[src/rtl/f1_seq_pkg.sv]
`default_nettype none
// ============================================================================
// Module      : f1_seq_pkg
// Description : Shared types and helpers for the F1 start-light sequencer:
//               sequencer state encoding and LFSR tap masks.
// Revision    : 1.0 - initial release
// ============================================================================
package f1_seq_pkg;

    // Sequencer states; width fixed so the encoding is explicit.
    typedef enum logic [1:0] {
        IDLE = 2'd0,
        FILL = 2'd1,
        HOLD = 2'd2
    } state_t;

    // Fibonacci tap mask for a maximal-length LFSR of width k (4..8).
    // Bit (e-1) set means x^e is a term of the polynomial.
    function automatic logic [7:0] lfsr_taps(input int k);
        case (k)
            4:       return 8'h0C;  // x^4 + x^3 + 1
            5:       return 8'h14;  // x^5 + x^3 + 1
            6:       return 8'h30;  // x^6 + x^5 + 1
            7:       return 8'h60;  // x^7 + x^6 + 1
            8:       return 8'hB8;  // x^8 + x^6 + x^5 + x^4 + 1
            default: return 8'h60;
        endcase
    endfunction

endpackage : f1_seq_pkg
`default_nettype wire

[src/rtl/f1_lfsr.sv]
`default_nettype none
// ============================================================================
// Module      : f1_lfsr
// Description : Free-running Fibonacci LFSR, seeded with 1 on reset and
//               stepped on every enabled clock. Never reaches zero.
// Revision    : 1.0 - initial release
// ============================================================================
module f1_lfsr
    import f1_seq_pkg::*;
#(
    parameter int K_WIDTH = 7
) (
    input  logic               clk,
    input  logic               rst,
    input  logic               en,
    output logic [K_WIDTH-1:0] q
);

    localparam logic [7:0]         c_taps_all = lfsr_taps(K_WIDTH);
    localparam logic [K_WIDTH-1:0] c_taps     = c_taps_all[K_WIDTH-1:0];

    logic [K_WIDTH-1:0] r_q;
    logic               w_fb;

    assign w_fb = ^(r_q & c_taps);

    // Shift left, feeding the tap parity into bit 0; hold when disabled.
    always_ff @(posedge clk) begin
        if (rst) begin
            r_q <= K_WIDTH'(1);
        end else if (en) begin
            r_q <= {r_q[K_WIDTH-2:0], w_fb};
        end
    end

    assign q = r_q;

endmodule : f1_lfsr
`default_nettype wire

[src/rtl/f1_light_sequencer.sv]
`default_nettype none
// ============================================================================
// Module      : f1_light_sequencer
// Description : F1 start-light sequencer. A prescaler paces a left-fill of
//               D_WIDTH lights, all lights are then held for a pseudo-random
//               number of ticks, after which they extinguish and a one-cycle
//               lights_out pulse is issued.
// Revision    : 1.0 - initial release
// ============================================================================
module f1_light_sequencer
    import f1_seq_pkg::*;
#(
    parameter int N_WIDTH = 16,
    parameter int D_WIDTH = 8,
    parameter int K_WIDTH = 7
) (
    input  logic               clk,
    input  logic               rst,
    input  logic               en,
    input  logic               trigger,
    input  logic [N_WIDTH-1:0] N,
    output logic [D_WIDTH-1:0] data_out,
    output logic               busy,
    output logic               lights_out
);

    state_t             r_state;
    state_t             w_state_nxt;
    logic [N_WIDTH-1:0] r_cnt;
    logic [N_WIDTH-1:0] w_cnt_nxt;
    logic [D_WIDTH-1:0] r_data;
    logic [D_WIDTH-1:0] w_data_nxt;
    logic [K_WIDTH-1:0] r_h;
    logic [K_WIDTH-1:0] w_h_nxt;
    logic               r_busy;
    logic               w_busy_nxt;
    logic               r_lo;
    logic               w_lo_nxt;
    logic               w_accept;
    logic               w_tick;
    logic [K_WIDTH-1:0] w_lfsr_q;

    // Random source for the hold length; runs whenever en is high.
    f1_lfsr #(
        .K_WIDTH(K_WIDTH)
    ) u_lfsr (
        .clk (clk),
        .rst (rst),
        .en  (en),
        .q   (w_lfsr_q)
    );

    // A tick fires on every enabled cycle in which the prescaler sits at zero.
    assign w_tick = en && (r_cnt == '0);

    // Prescaler: reload N on trigger acceptance and after each tick, else count down.
    always_comb begin
        w_cnt_nxt = r_cnt;
        if (en) begin
            if (w_accept || (r_cnt == '0)) begin
                w_cnt_nxt = N;
            end else begin
                w_cnt_nxt = r_cnt - N_WIDTH'(1);
            end
        end
    end

    // Next-state and output logic for the fill/hold sequence.
    always_comb begin
        w_state_nxt = r_state;
        w_data_nxt  = r_data;
        w_busy_nxt  = r_busy;
        w_h_nxt     = r_h;
        w_lo_nxt    = 1'b0;
        w_accept    = 1'b0;
        case (r_state)
            IDLE: begin
                w_data_nxt = '0;
                w_busy_nxt = 1'b0;
                if (en && trigger) begin
                    w_accept    = 1'b1;
                    w_busy_nxt  = 1'b1;
                    w_state_nxt = FILL;
                end
            end
            FILL: begin
                if (w_tick) begin
                    w_data_nxt = {r_data[D_WIDTH-2:0], 1'b1};
                    // This tick lights the final lamp: start the random hold.
                    if (&r_data[D_WIDTH-2:0]) begin
                        w_h_nxt     = w_lfsr_q;
                        w_state_nxt = HOLD;
                    end
                end
            end
            HOLD: begin
                if (w_tick) begin
                    if (r_h == K_WIDTH'(1)) begin
                        w_data_nxt  = '0;
                        w_lo_nxt    = 1'b1;
                        w_busy_nxt  = 1'b0;
                        w_state_nxt = IDLE;
                    end else begin
                        w_h_nxt = r_h - K_WIDTH'(1);
                    end
                end
            end
            default: begin
                w_data_nxt  = '0;
                w_busy_nxt  = 1'b0;
                w_state_nxt = IDLE;
            end
        endcase
    end

    // State and output registers; reset overrides everything.
    always_ff @(posedge clk) begin
        if (rst) begin
            r_state <= IDLE;
            r_cnt   <= '0;
            r_data  <= '0;
            r_h     <= '0;
            r_busy  <= 1'b0;
            r_lo    <= 1'b0;
        end else begin
            r_state <= w_state_nxt;
            r_cnt   <= w_cnt_nxt;
            r_data  <= w_data_nxt;
            r_h     <= w_h_nxt;
            r_busy  <= w_busy_nxt;
            r_lo    <= w_lo_nxt;
        end
    end

    assign data_out   = r_data;
    assign busy       = r_busy;
    assign lights_out = r_lo;

endmodule : f1_light_sequencer
`default_nettype wire

[config.mk]
export PLATFORM = sky130hd
export DESIGN_NAME = f1_light_sequencer
export DESIGN_NICKNAME = d
export VERILOG_FILES = /design/src/rtl/f1_seq_pkg.sv /design/src/rtl/f1_lfsr.sv /design/src/rtl/f1_light_sequencer.sv
export SDC_FILE = /design/constraint.sdc
export NUM_CORES = 1
export LEC_CHECK = 0
export ABC_AREA = 1
export CAP_MARGIN = 20
export CORE_MARGIN = 1
export CORE_UTILIZATION = 45
export CTS_CLUSTER_DIAMETER = 120
export DETAILED_ROUTE_END_ITERATION = 16
export PLACE_DENSITY_LB_ADDON = 0.15
export SLEW_MARGIN = 0
export SYNTH_ARGS = -nofsm -noshare
export SYNTH_HDL_FRONTEND = slang
export SYNTH_SLANG_ARGS = --single-unit
[constraint.sdc]
create_clock -name clk -period 3.1 [get_ports clk]
set_clock_uncertainty 0.05 [all_clocks]
set_input_delay 0.775 -clock clk [delete_from_list [all_inputs] [get_ports clk]]
set_output_delay 0.775 -clock clk [all_outputs]
set_load 0.05 [all_outputs]
==> flow_metrics.env, run 1 <==
export IMPL_outcome="completed"
export IMPL_max_freq_ghz=0.4308
export IMPL_fin_crit_sh_pct=74.88
export IMPL_vias_per_cell=4.842
export IMPL_yosysWarnings=0
export IMPL_grt_pass1_vias=2277
export IMPL_grt_overflow_total=0
export IMPL_antenna_found_initial=0
export IMPL_insertion_delay_ns=0.30
export IMPL_power_density_nw_per_um2=842.8
export IMPL_crit_fanout=4
export IMPL_report_final_hold_viol_count=0
export IMPL_regArea_um2=840.8
export IMPL_n_antenna_cell=0
export IMPL_nets=447
export IMPL_async_flop_share_pct=0
export IMPL_dieArea_um2=6049
export IMPL_post_cts_buffers=0
export IMPL_drt_iter0_markers=75
export IMPL_grt_use_total_pct=19.96
export IMPL_dr_pass1_iters=4
export IMPL_fillers=568
export IMPL_grt_max_degree=28
export IMPL_final_area_um2=2985
export IMPL_wl_per_cell_um=11.17
export IMPL_max_slew_margin_pct=66.92
export IMPL_grt_pass1_wl_um=9646
export IMPL_cts_resized=0
export IMPL_place_congestion=0.8239
export IMPL_power_mw=2.516
export IMPL_cts_tree="built"
export IMPL_syn_inst=398
export IMPL_cap_violations=0
export IMPL_rows=27
export IMPL_cts_inserted_buffers=5
export IMPL_hp_class="reg -> reg"
export IMPL_leakage_nw=1.350
export IMPL_synth_edf_count=0
export IMPL_cpLargestDelayFamily="buffers and inverters"
export IMPL_syn_nets=422
export IMPL_cp_slowest_cell="clkdlybuf4s50_1"
export IMPL_clk_pin_slew_ns=0.08
export IMPL_arrival_ns=1.50
export IMPL_cts_buffer_depth=2
export IMPL_die_h_um=77.78
export IMPL_yosysSeqAreaShare_pct=32.54
export IMPL_peakVddDrop_v=0.0003547
export IMPL_clkSinkCount=42
export IMPL_end_kind="output pin"
export IMPL_setup_viol=0
export IMPL_slew_viol_final=0
export IMPL_ios=30
export IMPL_startpoint_type="flip-flop"
export IMPL_cts_max_level=2
export IMPL_multi_input_area_um2=1501
export IMPL_synth_flop_cell="dfxtp_1"
export IMPL_start_util_pct=46.92
export IMPL_grt_setup_unrepaired="no"
export IMPL_yosys_cell_types_count=35
export IMPL_io_buffers=29
export IMPL_required_ns=2.27
export IMPL_cts_hold_buf=0
export IMPL_fin_tns_setup_ns=0
export IMPL_critPathMaxStageDelay_ns=0.82
export IMPL_synth_area_per_cell_um2=6.492
export IMPL_area_growth_pct=15.54
export IMPL_synth_cell_area_um2=2584
export IMPL_cts_root_buf="clkbuf_8"
export IMPL_ys_seq_elements=42
export IMPL_hpwl_um=3987
export IMPL_die_x_um=77.78
export IMPL_worst_slew_pin_slew_ns=0.4947
export IMPL_crit_type="reg -> out"
export IMPL_ant_nets=0
export IMPL_drive_gt1_share_pct=10.87
export IMPL_drt_total_wl_um=5529
export IMPL_placed_cell_area_um2=2907
export IMPL_vias=2397
export IMPL_drcViolationCount=0
export IMPL_path_cells="clkdlybuf4s50_1"
export IMPL_path_buf_inv=1
export IMPL_core_area_um2=5507
export IMPL_fin_crit_ns=2.321
## Yosys cell counts (all sizes together), types with 4 or more instances
cell / n / share of area, %
clkbuf: 4 / 0.58
inv: 41 / 6.0
buf: 11 / 2.8
a21oi: 37 / 7.5
nand3: 18 / 4.7
xor2: 6 / 2.0
nand4: 7 / 1.7
nor2: 66 / 12
o21ai: 23 / 4.6
dfxtp: 42 / 33
nand2: 125 / 20
ha: 4 / 1.9
## cells by family (layout without fill, tap and decap cells)
group	after synthesis	in the layout	synth area share (%)
adder cells (fa/ha/maj)	4	4	1.937
XOR/XNOR	9	9	3.051
buffers and inverters	56	81	9.346
flip-flops	42	42	32.54
AND/OR/NAND/NOR	221	221	38.98
AO/OA/AOI/OAI	66	66	14.14
## flip-flops by register name, summed over array words and instances (netlist names)
| signal | cells |
|---|---|
| busy | 1 |
| data_out | 8 |
| lights_out | 1 |
| r_cnt | 16 |
| r_h | 7 |
| r_state | 2 |
| u_lfsr.q | 7 |
## metal layers
layer	wire length, um	track usage, %	part of all wire, %
met1	2613	23.54	47
met2	2717	36.02	49
met3	167	3.882	3.0
met4	31	6.226	0.56
met5	0	0	0
## power breakdown
group | switching, mW | total [mW] | internal [mW]
logic | 0.868 | 1.38 | 0.514
clock network | 0.195 | 0.347 | 0.152
registers | 0.128 | 0.787 | 0.659
## final timing paths
path / start / end / slack (ns) / depth (start not counted)
setup / recovery: data_out[0]$_SDFFE_PP0P_ / data_out[0] / 0.78 / 1
hold / removal: data_out[7]$_SDFFE_PP0P_ / data_out[7]$_SDFFE_PP0P_ / 0.43 / 2
setup reg to reg: r_state[0]$_SDFFE_PP0P_ / r_h[6]$_SDFFE_PP0P_ / 1.29 / 11
hold reg to reg: data_out[7]$_SDFFE_PP0P_ / data_out[7]$_SDFFE_PP0P_ / 0.43 / 2
## placed cells by master (no fill, tap or decap), types with 5 or more instances in the layout
cell type and n:
nand2_1 116, nor2_1 55, dfxtp_1 42, inv_1 37, a21oi_1 35, clkdlybuf4s50_1 29
o21ai_0 15, nand3_1 13, nor2_2 8, o21ai_1 7, nand4_1 7, xor2_1 6
nand2_2 5, clkbuf_8 5
## through the flow
step	std cells	hold slack (ns)	worst slack, ns	util, %
floorplan	398	0.4035	1.442	-
global route	495	0.4504	0.7272	54.22
CTS	495	0.4308	0.7643	54.22
global placement	488	0.4012	0.6738	52.78
detailed placement	488	0.4178	0.6283	52.78
finish	495	0.4268	0.7786	54.22
## final cells by class
class                   instances  area share (%)
inverters                      41           5.155
multi-input cells             300           50.29
repair buffers                 33           10.73
well taps                      72           3.018
clock buffers                   5           2.305
flip-flops and latches         42           28.16
clock inverters                 2          0.3353
Power figures use the tool's default switching activity.
==> inputs of run 2 (changes only) <==
- clock period: 3.1 -> 2.37 ns (I/O delays scaled with it)
==> flow_metrics.env, run 2 (synthesis gave the netlist of run 1 again) <==
export IMPL_place_congestion=0.8689
export IMPL_start_util_pct=46.92
export IMPL_critPathMaxStageDelay_ns=0.82
export IMPL_n_antenna_cell=0
export IMPL_dr_pass1_iters=4
export IMPL_drt_iter0_markers=125
export IMPL_seq_power_share_pct=28.5
export IMPL_dieArea_um2=6049
export IMPL_nets=449
export IMPL_path_buf_inv=1
export IMPL_io_buffers=29
export IMPL_largest_register="r_cnt"
export IMPL_fin_crit_ns=2.147
export IMPL_grt_overflow_total=0
export IMPL_area_growth_pct=18.40
export IMPL_grt_pass1_vias=2219
export IMPL_post_cts_buffers=0
export IMPL_drcViolationCount=0
export IMPL_crit_fanout=4
export IMPL_path_cells="clkdlybuf4s50_1"
export IMPL_fin_tns_setup_ns=0
export IMPL_p_int_mw=1.975
export IMPL_insertion_delay_ns=0.30
export IMPL_max_freq_ghz=0.4657
export IMPL_clkSinkCount=42
export IMPL_rows=27
export IMPL_max_slew_margin_pct=64.92
export IMPL_cts_max_level=2
export IMPL_grt_setup_unrepaired="no"
export IMPL_place_inst=490
export IMPL_cts_buffer_depth=2
export IMPL_p_comb_share_pct=52.1
export IMPL_worst_slew_pin_slew_ns=0.5256
export IMPL_cpLargestDelayFamily="buffers and inverters"
export IMPL_switching_power_mw=1.605
export IMPL_setup_ws_ns=0.2227
export IMPL_cts_hold_buf=0
export IMPL_drive_gt1_share_pct=11.50
export IMPL_final_common_cell="nand2_1"
export IMPL_drt_total_wl_um=5650
export IMPL_final_cells=498
export IMPL_die_x_um=77.78
export IMPL_report_final_hold_viol_count=0
export IMPL_outcome="completed"
export IMPL_slew_viol_final=0
export IMPL_hpwl_um=4184
export IMPL_wl_per_cell_um=11.35
export IMPL_grt_use_total_pct=19.82
export IMPL_cts_inserted_buffers=5
export IMPL_required_ns=1.73
export IMPL_cts_resized=0
export IMPL_end_kind="output pin"
export IMPL_startpoint_type="flip-flop"
export IMPL_p_sw_share_pct=44.83
export IMPL_ant_nets=0
export IMPL_ios=30
export IMPL_clk_pin_slew_ns=0.09
export IMPL_hp_class="reg -> reg"
export IMPL_holdWs_ns=0.4256
export IMPL_final_cell_mix="116 x nand2_1, 55 x nor2_1, 42 x dfxtp_1"
export IMPL_grt_max_degree=28
export IMPL_arrival_ns=1.50
export IMPL_cap_violations=0
export IMPL_cts_tree="built"
export IMPL_vias=2439
export IMPL_core_area_um2=5507
export IMPL_ff2ff_setup_slack_ns=0.32
export IMPL_largest_register_ffs=16
export IMPL_crit_type="reg -> out"
export IMPL_power_mw=3.580
export IMPL_power_density_nw_per_um2=1170
export IMPL_fin_crit_sh_pct=90.60
export IMPL_pre_cts_ws_ns=0.1767
export IMPL_cts_root_buf="clkbuf_8"
export IMPL_peakVddDrop_v=0.0005520
export IMPL_antenna_found_initial=0
export IMPL_vias_per_cell=4.898
export IMPL_p_clk_share_pct=19.4
export IMPL_leakage_nw=1.384
export IMPL_grt_pass1_wl_um=9597
export IMPL_cp_slowest_cell="clkdlybuf4s50_1"
export IMPL_die_h_um=77.78
export IMPL_setup_viol=0
==> run 2: cell types whose count changed in the layout (fill, tap and decap cells not counted), sizes merged <==
cell | previous run | this run
bufinv | 0 | 2
buf | 4 | 6
clkinv | 2 | 1
==> run 2: per-stage QoR <==
stage / util (%) / instance area, um^2
floorplan: - / 2584
global placement: 53.06 / 2922
detailed placement: 53.06 / 2922
CTS: 55.56 / 3059
global route: 55.56 / 3059
finish: 55.56 / 3059
==> run 2: path summary, 6_finish.rpt <==
check / depth (start not counted) / start / to
worst max-delay path: 1 / data_out[2]$_SDFFE_PP0P_ / data_out[2]
worst min-delay path: 2 / data_out[7]$_SDFFE_PP0P_ / data_out[7]$_SDFFE_PP0P_
worst min register to register: 2 / data_out[7]$_SDFFE_PP0P_ / data_out[7]$_SDFFE_PP0P_
worst max register to register: 11 / r_state[1]$_SDFFE_PP0P_ / r_h[5]$_SDFFE_PP0P_
==> run 2: area by class of cell <==
class | instances | area [um^2]
clock inverter | 3 | 68.82
multi-input combinational | 300 | 1501
clock buffer | 5 | 68.82
timing repair buffer | 35 | 335.3
sequential | 42 | 840.8
fill | 570 | 2447
inverter | 41 | 153.9
tap | 72 | 90.09
==> run 2: power groups by stage <==
stage          sequential (mW)  combinational [mW]  clock, mW
6_report                  1.02                1.87      0.695
2_1_floorplan             1.00                1.58          0
5_1_grt                   1.05                2.12      0.733
3_3_place_gp              1.03                1.84          0
3_5_place_dp              1.03                1.87          0
4_1_cts                   1.02                1.88      0.705
==> run 2: layer usage <==
layer	global-route usage, %	vias to the layer above	share of wire [%]
li1	-	1310	-
met1	23.72	1078	46
met2	35.31	42	49
met3	3.647	9	2.8
met4	6.604	0	1.5
met5	0	-	0
